==> src/rtl/rv32_id_ex_stage.sv <==
// ---------------------------------------------------------------------------
// rv32_id_ex_stage
//   ID/EX pipeline register for a 5-stage RV32 integer pipeline.
//   Captures the decoded instruction, bypasses the register-file writeback
//   into the captured operands, detects load-use hazards against the
//   instruction held in the stage, and inserts one-cycle bubbles.
//
// Ports
//   mp_clk_in, mp_rst_in         clock, asynchronous active-high reset
//   valid_in/stall_in/flush_in   decode valid, downstream hold, stage kill
//   pc_in, rs_*_addr_in, rd_addr_in, rs_*_in, imm_in, alu_op_in,
//   wr_eb_in, load_in            decoded instruction fields
//   wb_rd_addr_in/wb_wr_eb_in/wb_rd_in   register-file writeback port
//   *_out                        registered copies of the instruction fields
//   hazard_stall_out             combinational load-use hold to decode
//   bubble_cnt_out               saturating count of bubbles inserted
// ---------------------------------------------------------------------------
module rv32_id_ex_stage #(
  parameter int unsigned CNT_W = 16
) (
  input  logic             mp_clk_in,
  input  logic             mp_rst_in,
  input  logic             valid_in,
  input  logic             stall_in,
  input  logic             flush_in,
  input  logic [31:0]      pc_in,
  input  logic [4:0]       rs_1_addr_in,
  input  logic [4:0]       rs_2_addr_in,
  input  logic [4:0]       rd_addr_in,
  input  logic [31:0]      rs_1_in,
  input  logic [31:0]      rs_2_in,
  input  logic [31:0]      imm_in,
  input  logic [3:0]       alu_op_in,
  input  logic             wr_eb_in,
  input  logic             load_in,
  input  logic [4:0]       wb_rd_addr_in,
  input  logic             wb_wr_eb_in,
  input  logic [31:0]      wb_rd_in,
  output logic             valid_out,
  output logic [31:0]      pc_out,
  output logic [31:0]      rs_1_out,
  output logic [31:0]      rs_2_out,
  output logic [4:0]       rs_1_addr_out,
  output logic [4:0]       rs_2_addr_out,
  output logic [4:0]       rd_addr_out,
  output logic [31:0]      imm_out,
  output logic [3:0]       alu_op_out,
  output logic             wr_eb_out,
  output logic             load_out,
  output logic             hazard_stall_out,
  output logic [CNT_W-1:0] bubble_cnt_out
);

  localparam int unsigned XLEN = 32;
  localparam int unsigned RW   = 5;
  localparam int unsigned OPW  = 4;

  // Stage payload held between ID and EX
  typedef struct packed {
    logic            valid;
    logic [XLEN-1:0] pc;
    logic [XLEN-1:0] rs_1;
    logic [XLEN-1:0] rs_2;
    logic [RW-1:0]   rs_1_addr;
    logic [RW-1:0]   rs_2_addr;
    logic [RW-1:0]   rd_addr;
    logic [XLEN-1:0] imm;
    logic [OPW-1:0]  alu_op;
    logic            wr_eb;
    logic            load;
  } stage_t;

  stage_t           stage_q;
  stage_t           stage_d;
  logic [CNT_W-1:0] cnt_q;
  logic [CNT_W-1:0] cnt_d;
  logic             hazard;
  logic             bump;
  logic             wb_hit_held_1;
  logic             wb_hit_held_2;

  // Operand select: x0 reads zero, a same-cycle writeback wins over stale data
  function automatic logic [XLEN-1:0] pick_operand(
    input logic [RW-1:0]   src,
    input logic [XLEN-1:0] data,
    input logic            wb_en,
    input logic [RW-1:0]   wb_addr,
    input logic [XLEN-1:0] wb_data
  );
    logic [XLEN-1:0] res;
    res = data;
    if (src == RW'(0)) begin
      res = XLEN'(0);
    end else if (wb_en && (wb_addr == src)) begin
      res = wb_data;
    end
    return res;
  endfunction

  // Load-use hazard: held load writes a register the decode instruction reads
  always_comb begin
    hazard = stage_q.valid && stage_q.load && (stage_q.rd_addr != RW'(0)) &&
             valid_in &&
             ((rs_1_addr_in == stage_q.rd_addr) || (rs_2_addr_in == stage_q.rd_addr));
  end

  assign hazard_stall_out = hazard;

  // Writeback hits on the held operands (only x1..x31 can be written)
  always_comb begin
    wb_hit_held_1 = wb_wr_eb_in && (wb_rd_addr_in != RW'(0)) &&
                    (wb_rd_addr_in == stage_q.rs_1_addr);
    wb_hit_held_2 = wb_wr_eb_in && (wb_rd_addr_in != RW'(0)) &&
                    (wb_rd_addr_in == stage_q.rs_2_addr);
  end

  // Next stage contents: flush > stall > hazard bubble > normal capture
  always_comb begin
    stage_d = stage_q;
    bump    = 1'b0;
    if (flush_in) begin
      stage_d = '0;
      // Only killing a live instruction costs a slot; a coincident hazard is
      // covered by this same increment.
      bump    = stage_q.valid;
    end else if (stall_in) begin
      if (wb_hit_held_1) begin
        stage_d.rs_1 = wb_rd_in;
      end
      if (wb_hit_held_2) begin
        stage_d.rs_2 = wb_rd_in;
      end
    end else if (hazard) begin
      // Bubble leaves valid_out low, so the hazard cannot repeat next cycle
      stage_d = '0;
      bump    = 1'b1;
    end else begin
      stage_d.valid     = valid_in;
      stage_d.pc        = pc_in;
      stage_d.rs_1_addr = rs_1_addr_in;
      stage_d.rs_2_addr = rs_2_addr_in;
      stage_d.rd_addr   = rd_addr_in;
      stage_d.imm       = imm_in;
      stage_d.alu_op    = alu_op_in;
      stage_d.wr_eb     = valid_in && wr_eb_in;
      stage_d.load      = valid_in && load_in;
      stage_d.rs_1      = pick_operand(rs_1_addr_in, rs_1_in, wb_wr_eb_in,
                                       wb_rd_addr_in, wb_rd_in);
      stage_d.rs_2      = pick_operand(rs_2_addr_in, rs_2_in, wb_wr_eb_in,
                                       wb_rd_addr_in, wb_rd_in);
    end
  end

  // Saturating bubble counter
  always_comb begin
    cnt_d = cnt_q;
    if (bump && (cnt_q != {CNT_W{1'b1}})) begin
      cnt_d = cnt_q + CNT_W'(1);
    end
  end

  // Stage and counter registers
  always_ff @(posedge mp_clk_in or posedge mp_rst_in) begin
    if (mp_rst_in) begin
      stage_q <= '0;
      cnt_q   <= '0;
    end else begin
      stage_q <= stage_d;
      cnt_q   <= cnt_d;
    end
  end

  assign valid_out      = stage_q.valid;
  assign pc_out         = stage_q.pc;
  assign rs_1_out       = stage_q.rs_1;
  assign rs_2_out       = stage_q.rs_2;
  assign rs_1_addr_out  = stage_q.rs_1_addr;
  assign rs_2_addr_out  = stage_q.rs_2_addr;
  assign rd_addr_out    = stage_q.rd_addr;
  assign imm_out        = stage_q.imm;
  assign alu_op_out     = stage_q.alu_op;
  assign wr_eb_out      = stage_q.wr_eb;
  assign load_out       = stage_q.load;
  assign bubble_cnt_out = cnt_q;

endmodule
==> config.mk <==
export PLATFORM = sky130hd
export DESIGN_NAME = rv32_id_ex_stage
export DESIGN_NICKNAME = d
export VERILOG_FILES = /design/src/rtl/rv32_id_ex_stage.sv
export SDC_FILE = /design/constraint.sdc
export NUM_CORES = 1
export LEC_CHECK = 0
export ABC_CLOCK_PERIOD_IN_PS = 7090
export CORE_AREA = 5 5 136 138
export DETAILED_ROUTE_END_ITERATION = 16
export DIE_AREA = 0 0 141 143
export DONT_BUFFER_PORTS = 1
export GPL_TIMING_DRIVEN = 0
export SLEW_MARGIN = 20
export SYNTH_ARGS = -nofsm -noshare
export SYNTH_HDL_FRONTEND = slang
export SYNTH_SLANG_ARGS = --single-unit
==> constraint.sdc <==
create_clock -name mp_clk_in -period 7.09 [get_ports mp_clk_in]
set_input_delay 0.709 -clock mp_clk_in [delete_from_list [all_inputs] [get_ports mp_clk_in]]
set_output_delay 0.709 -clock mp_clk_in [all_outputs]
set_load 0.005 [all_outputs]
After elaboration in Yosys (flattened, before gate mapping):

Index checks and enable logic that the tools add are counted.

* register bits after elaboration: 166
* output and inout port bits: 167
* logic and storage cells: 54

* add/subtract/negate cells: 1
* equality and inequality tests: 10
* muxes and demuxes: 14
* reductions and logical operators: 17

Operators by type and width (count)
* $mux 150: 2
* $mux 32: 6
* $mux 64: 1
* $mux 53: 1
* $mux 33: 1
* $eq 5x5->1: 6
* $add 16x1->16 const B: 1
* $ne 16x16->1 const B: 1
* $logic_and 1x1->1: 12
* $logic_not 5->1: 2
* $reduce_bool 5->1: 2
* $ne 3x1->1 const B: 2
* $mux 1: 3
* $ne 2x1->1 const B: 1
* $logic_or 1x1->1: 1

Logic depth before layout (Yosys ltp):

* depth in word-level cells: 8
* mapped depth: 9
* gate-level depth less buffers: 7

Worst setup path before layout:

No wires, ideal clock.

* kind: in2reg
* from: input wb_rd_addr_in[1]
* to: register stage_q, in the netlist rs_1_out[18]
* library setup time: 0.138 ns
* arrival time: 2.153 ns
* data required time: 6.952 ns
* setup slack: 4.799 ns
* stages: 8
* cell sequence: clkbuf_1 -> or4_1 -> o21a_1 -> nand4_1 -> o31a_1 -> buf_4 -> buf_2 -> o221ai_1

* longest elaborated chain between the ends: 7
* elaborated cells between the ends (all ways): 12
* those cells by class: eq/ne (3); mux (5); reduce/logical (4)

RTL lines
* from (decl): line 36 `input logic [4:0] wb_rd_addr_in,`
* $eq 5x5->1: line 94 `end else if (wb_en && (wb_addr == src)) begin`
* $logic_and 1x1->1: line 94
* $mux 32: line 94
* $mux 32: line 92 `if (src == RW'(0)) begin`
* $mux 150: line 133 `end else if (hazard) begin`
* $mux 64: line 126 `end else if (stall_in) begin`
* $mux 150: line 121 `if (flush_in) begin`
* to (signal assigned): line 168 `stage_q <= stage_d;`
* to (decl): line 73 `stage_t stage_q;`

Several ways; a longest one is shown, not always the timed one.
A chain may end at the register's enable or synchronous reset.

Worst setup path after layout:

* from: register stage_q, in the netlist rd_addr_out[1]
* to: output hazard_stall_out

* longest elaborated chain between the ends: 4
* elaborated cells between the ends (all ways): 7
* those cells by class: eq/ne (2); reduce/logical (5)

RTL lines
* $reduce_bool 5->1: line 102 `hazard = stage_q.valid && stage_q.load && (stage_q.rd_addr != RW'(0)) &&`
* $logic_and 1x1->1 (2 in series): line 102
* $logic_and 1x1->1 *: line 103 `valid_in &&`
* to (decl): line 50 `output logic hazard_stall_out,`

Every way passes the cells marked *; elsewhere a longest branch is shown, timed or not.

==> results.ini <==
[worst_setup_path]
path_max_fanout = 5
r2r_end = bubble_cnt_out[15]
cp-start-kind = register
worst_ep_required_time_ps = 6380
path_cells = or4_1 -> o2111ai_2 -> nor2_1
max_stage_delay_ps = 590
rrSetupSlack_ps = 4810
path_delay_family = simple AND/OR/NAND/NOR gates
endpoint_kind = primary output
cp_data_arrival_time_ps = 1830
critPathKind = reg2out
rr_worst_depth = 6
cp_slowest_cell = or4_1
crit_buf_inv = 0
rr_startpoint = rd_addr_out[1]

[die]
initial_core_util_pct = 44.29
dieArea_mm2 = 0.02016
rows = 48
coreArea_mm2 = 0.01706
die_h_um = 143
die_x_um = 141
ios = 359

[sta]
postLayoutSetupSlackWorst_ps = 4547
setup_viol = 0
period_share_pct = 35.86
max_slew_margin_pct = 50.38
fmax_mhz = 393.3
timing.final.crit_period_ps = 2543
fin_tns_setup_ps = 0
hold_viol = 0
hold_slack_ps = 170.4
worst_pin_slew_ps = 744.2
fin_worst_skew_ps = 10.16
rsz0062_at_grt = false
drv_slew = 0

[route]
via_per_inst = 6.439
detail_route.iter0.violations = 294
drc = 0
wire_per_inst_um = 27.59
vias = 5808
drt_pass1_iterations = 4
routed_wl_um = 24890
ant_nets = 0

[global_route]
grt_overflow = 0
grt_start_max_net_pins = 98
first_global_vias = 6100
grt_pass1_wl_um = 37290
grt_antenna_before_repair = 0
grt_usage_pct = 24.11

[placement]
finalWeightedCongestion = 0.9001
hpwl_um = 18900
portBuffers = 0
pre_cts_slack_ps = 4119

[clocking]
cts.sinks = 166
clock_latency_ps = 420
clock_path_buffers = 2
cts_resized = 0
cts_made_buffers = 17
ctsHoldBuffers = 0
cts_tree = built
htreeDepth = 4
cts-root-buf = clkbuf_16
cts_setup_buffers = 0
cts.clk_slew.worst_paths_ps = 60

[final_layout]
diodes = 0
area_growth_syn_to_layout_pct = 11.86
final_layout_size_suffix_gt1_share_pct = 11.08
nNetsFinal = 857
fill_cells = 1565

[synthesis]
synthTopCellsByArea = dfrtp_1 (55%), a22o_1 (9.7%), mux2i_1 (8.5%), o221ai_1 (7.4%), nand2_1 (5.3%)
synth-seq-cells = 166
syn_area_mm2 = 0.007553
synth_cell_types = 33
netlist.area_leader.share_pct = 54.99
synthCells = 644
synthesis.nets = 837
yosysSeqAreaShare_pct = 54.99
synth_area_per_cell_um2 = 11.73
synth_edf_count = 0
synth_ff_type = dfrtp_1
synth_async_sr_flop_share_pct = 100.0
synth_common_cells = dfrtp_1 (166), nand2_1 (106), a22o_1 (84)
yosysTopAreaCell = dfrtp_1
synth_most_common_cell = dfrtp_1
yosysWarnings = 0

[power_and_ir_drop]
comb_power_share_pct = 9.2
p_leak_nw = 3.633
vdd_ir_drop_max_mv = 0.1619
p_seq_share_pct = 49.8
p_int_mw = 1.611
p_per_area_mw_per_mm2 = 261.8
p_sw_mw = 0.6007
switching_share_pct = 27.16
clock_power_share_pct = 41.0

[worst_hold_path]
min_path_type = in2async

[run]
cap_viol_max_count = 0

[outcome]
status = finished clean

==> power by group through the flow <==
stage / combinational (mW) / sequential (mW) / clock [mW]
finish: 0.204 / 1.10 / 0.907
global route: 0.227 / 1.11 / 0.975
CTS: 0.207 / 1.10 / 0.929
detailed placement: 0.208 / 1.12 / 0
global placement: 0.195 / 1.12 / 0
floorplan: 0.159 / 1.09 / 0
==> flip-flops by register name (all words and copies together) (netlist names) <==
signal	flops
alu_op_out	4
bubble_cnt_out	16
imm_out	32
load_out	1
pc_out	32
rd_addr_out	5
rs_1_addr_out	5
rs_1_out	32
rs_2_addr_out	5
rs_2_out	32
valid_out	1
wr_eb_out	1
==> placed cells by master, fill, tap and decap left out, drive strengths merged <==
cell type,Yosys,layout
dfrtp,166,166
nand2,106,106
a22o,84,84
mux2i,64,64
o221ai,64,64
buf,39,40
clkbuf,17,36
xnor2,26,26
xor2,19,19
inv,3,10
nand3,8,8
nor2,8,8
nand4,8,8
nor4,5,5
nor3,5,5
or4,4,4
clkinv,0,3
o21a,2,2
and3,2,2
o31a,2,2
a32o,2,2
clkinvlp,0,2
o21ai,2,2
nor2b,1,1
o22a,1,1
o2111ai,1,1
o22ai,1,1
a21oi,1,1
or3,1,1
a21o,1,1
ha,1,1
bufinv,0,1
==> kinds of logic after synthesis <==
group	count (synthesis)	share of synthesized area, %
flip-flops	166	54.99
adder cells (fa/ha/maj)	1	0.1656
XOR/XNOR	45	5.218
multiplexers	64	8.481
AND/OR/NAND/NOR	148	8.332
AO/OA/AOI/OAI	161	18.80
buffers and inverters	59	4.008
==> area by class of cell <==
cell class | count | area (µm²) | area share (%)
Clock buffer | 19 | 442.9 | 5.242
Inverter | 3 | 18.77 | 0.2221
Multi-Input combinational cell | 419 | 3097 | 36.65
Timing Repair Buffer | 1 | 27.53 | 0.3258
Clock inverter | 13 | 136.4 | 1.614
Tap cell | 225 | 281.5 | 3.332
Sequential cell | 166 | 4154 | 49.16
Buffer | 56 | 291.5 | 3.450
==> layer usage <==
layer,GRT usage [%],vias up,share of wire (%),routed length [µm]
li1,-,2459,-,-
met1,27.33,2941,35,8811
met2,41.13,362,50,12490
met3,9.578,46,12,2918
met4,9.383,0,2.7,672
met5,0,-,0,0
==> worst max-delay path by stage <==
stage,start,end,slack [ps],cells past startpoint
after global placement,mp_rst_in,rs_1_addr_out[2],400,1
after floorplan,mp_rst_in,alu_op_out[0],1890,1
after CTS,rd_addr_out[1],hazard_stall_out,4530,3
final,rd_addr_out[1],hazard_stall_out,4550,3
after detailed placement,stall_in,imm_out[25],4120,5
after global routing,stall_in,rd_addr_out[0],4440,5
==> metrics by stage <==
step                std cells  util, %  total power [mW]  cell area, µm²
floorplan                 644        -             1.248            7553
global placement          869    45.94             1.313            7835
detailed placement        870    46.14             1.326            7870
CTS                       902    49.54             2.237            8449
global route              902    49.54             2.310            8449
finish                    902    49.54             2.212            8449
(Power assumes the default switching activity.)
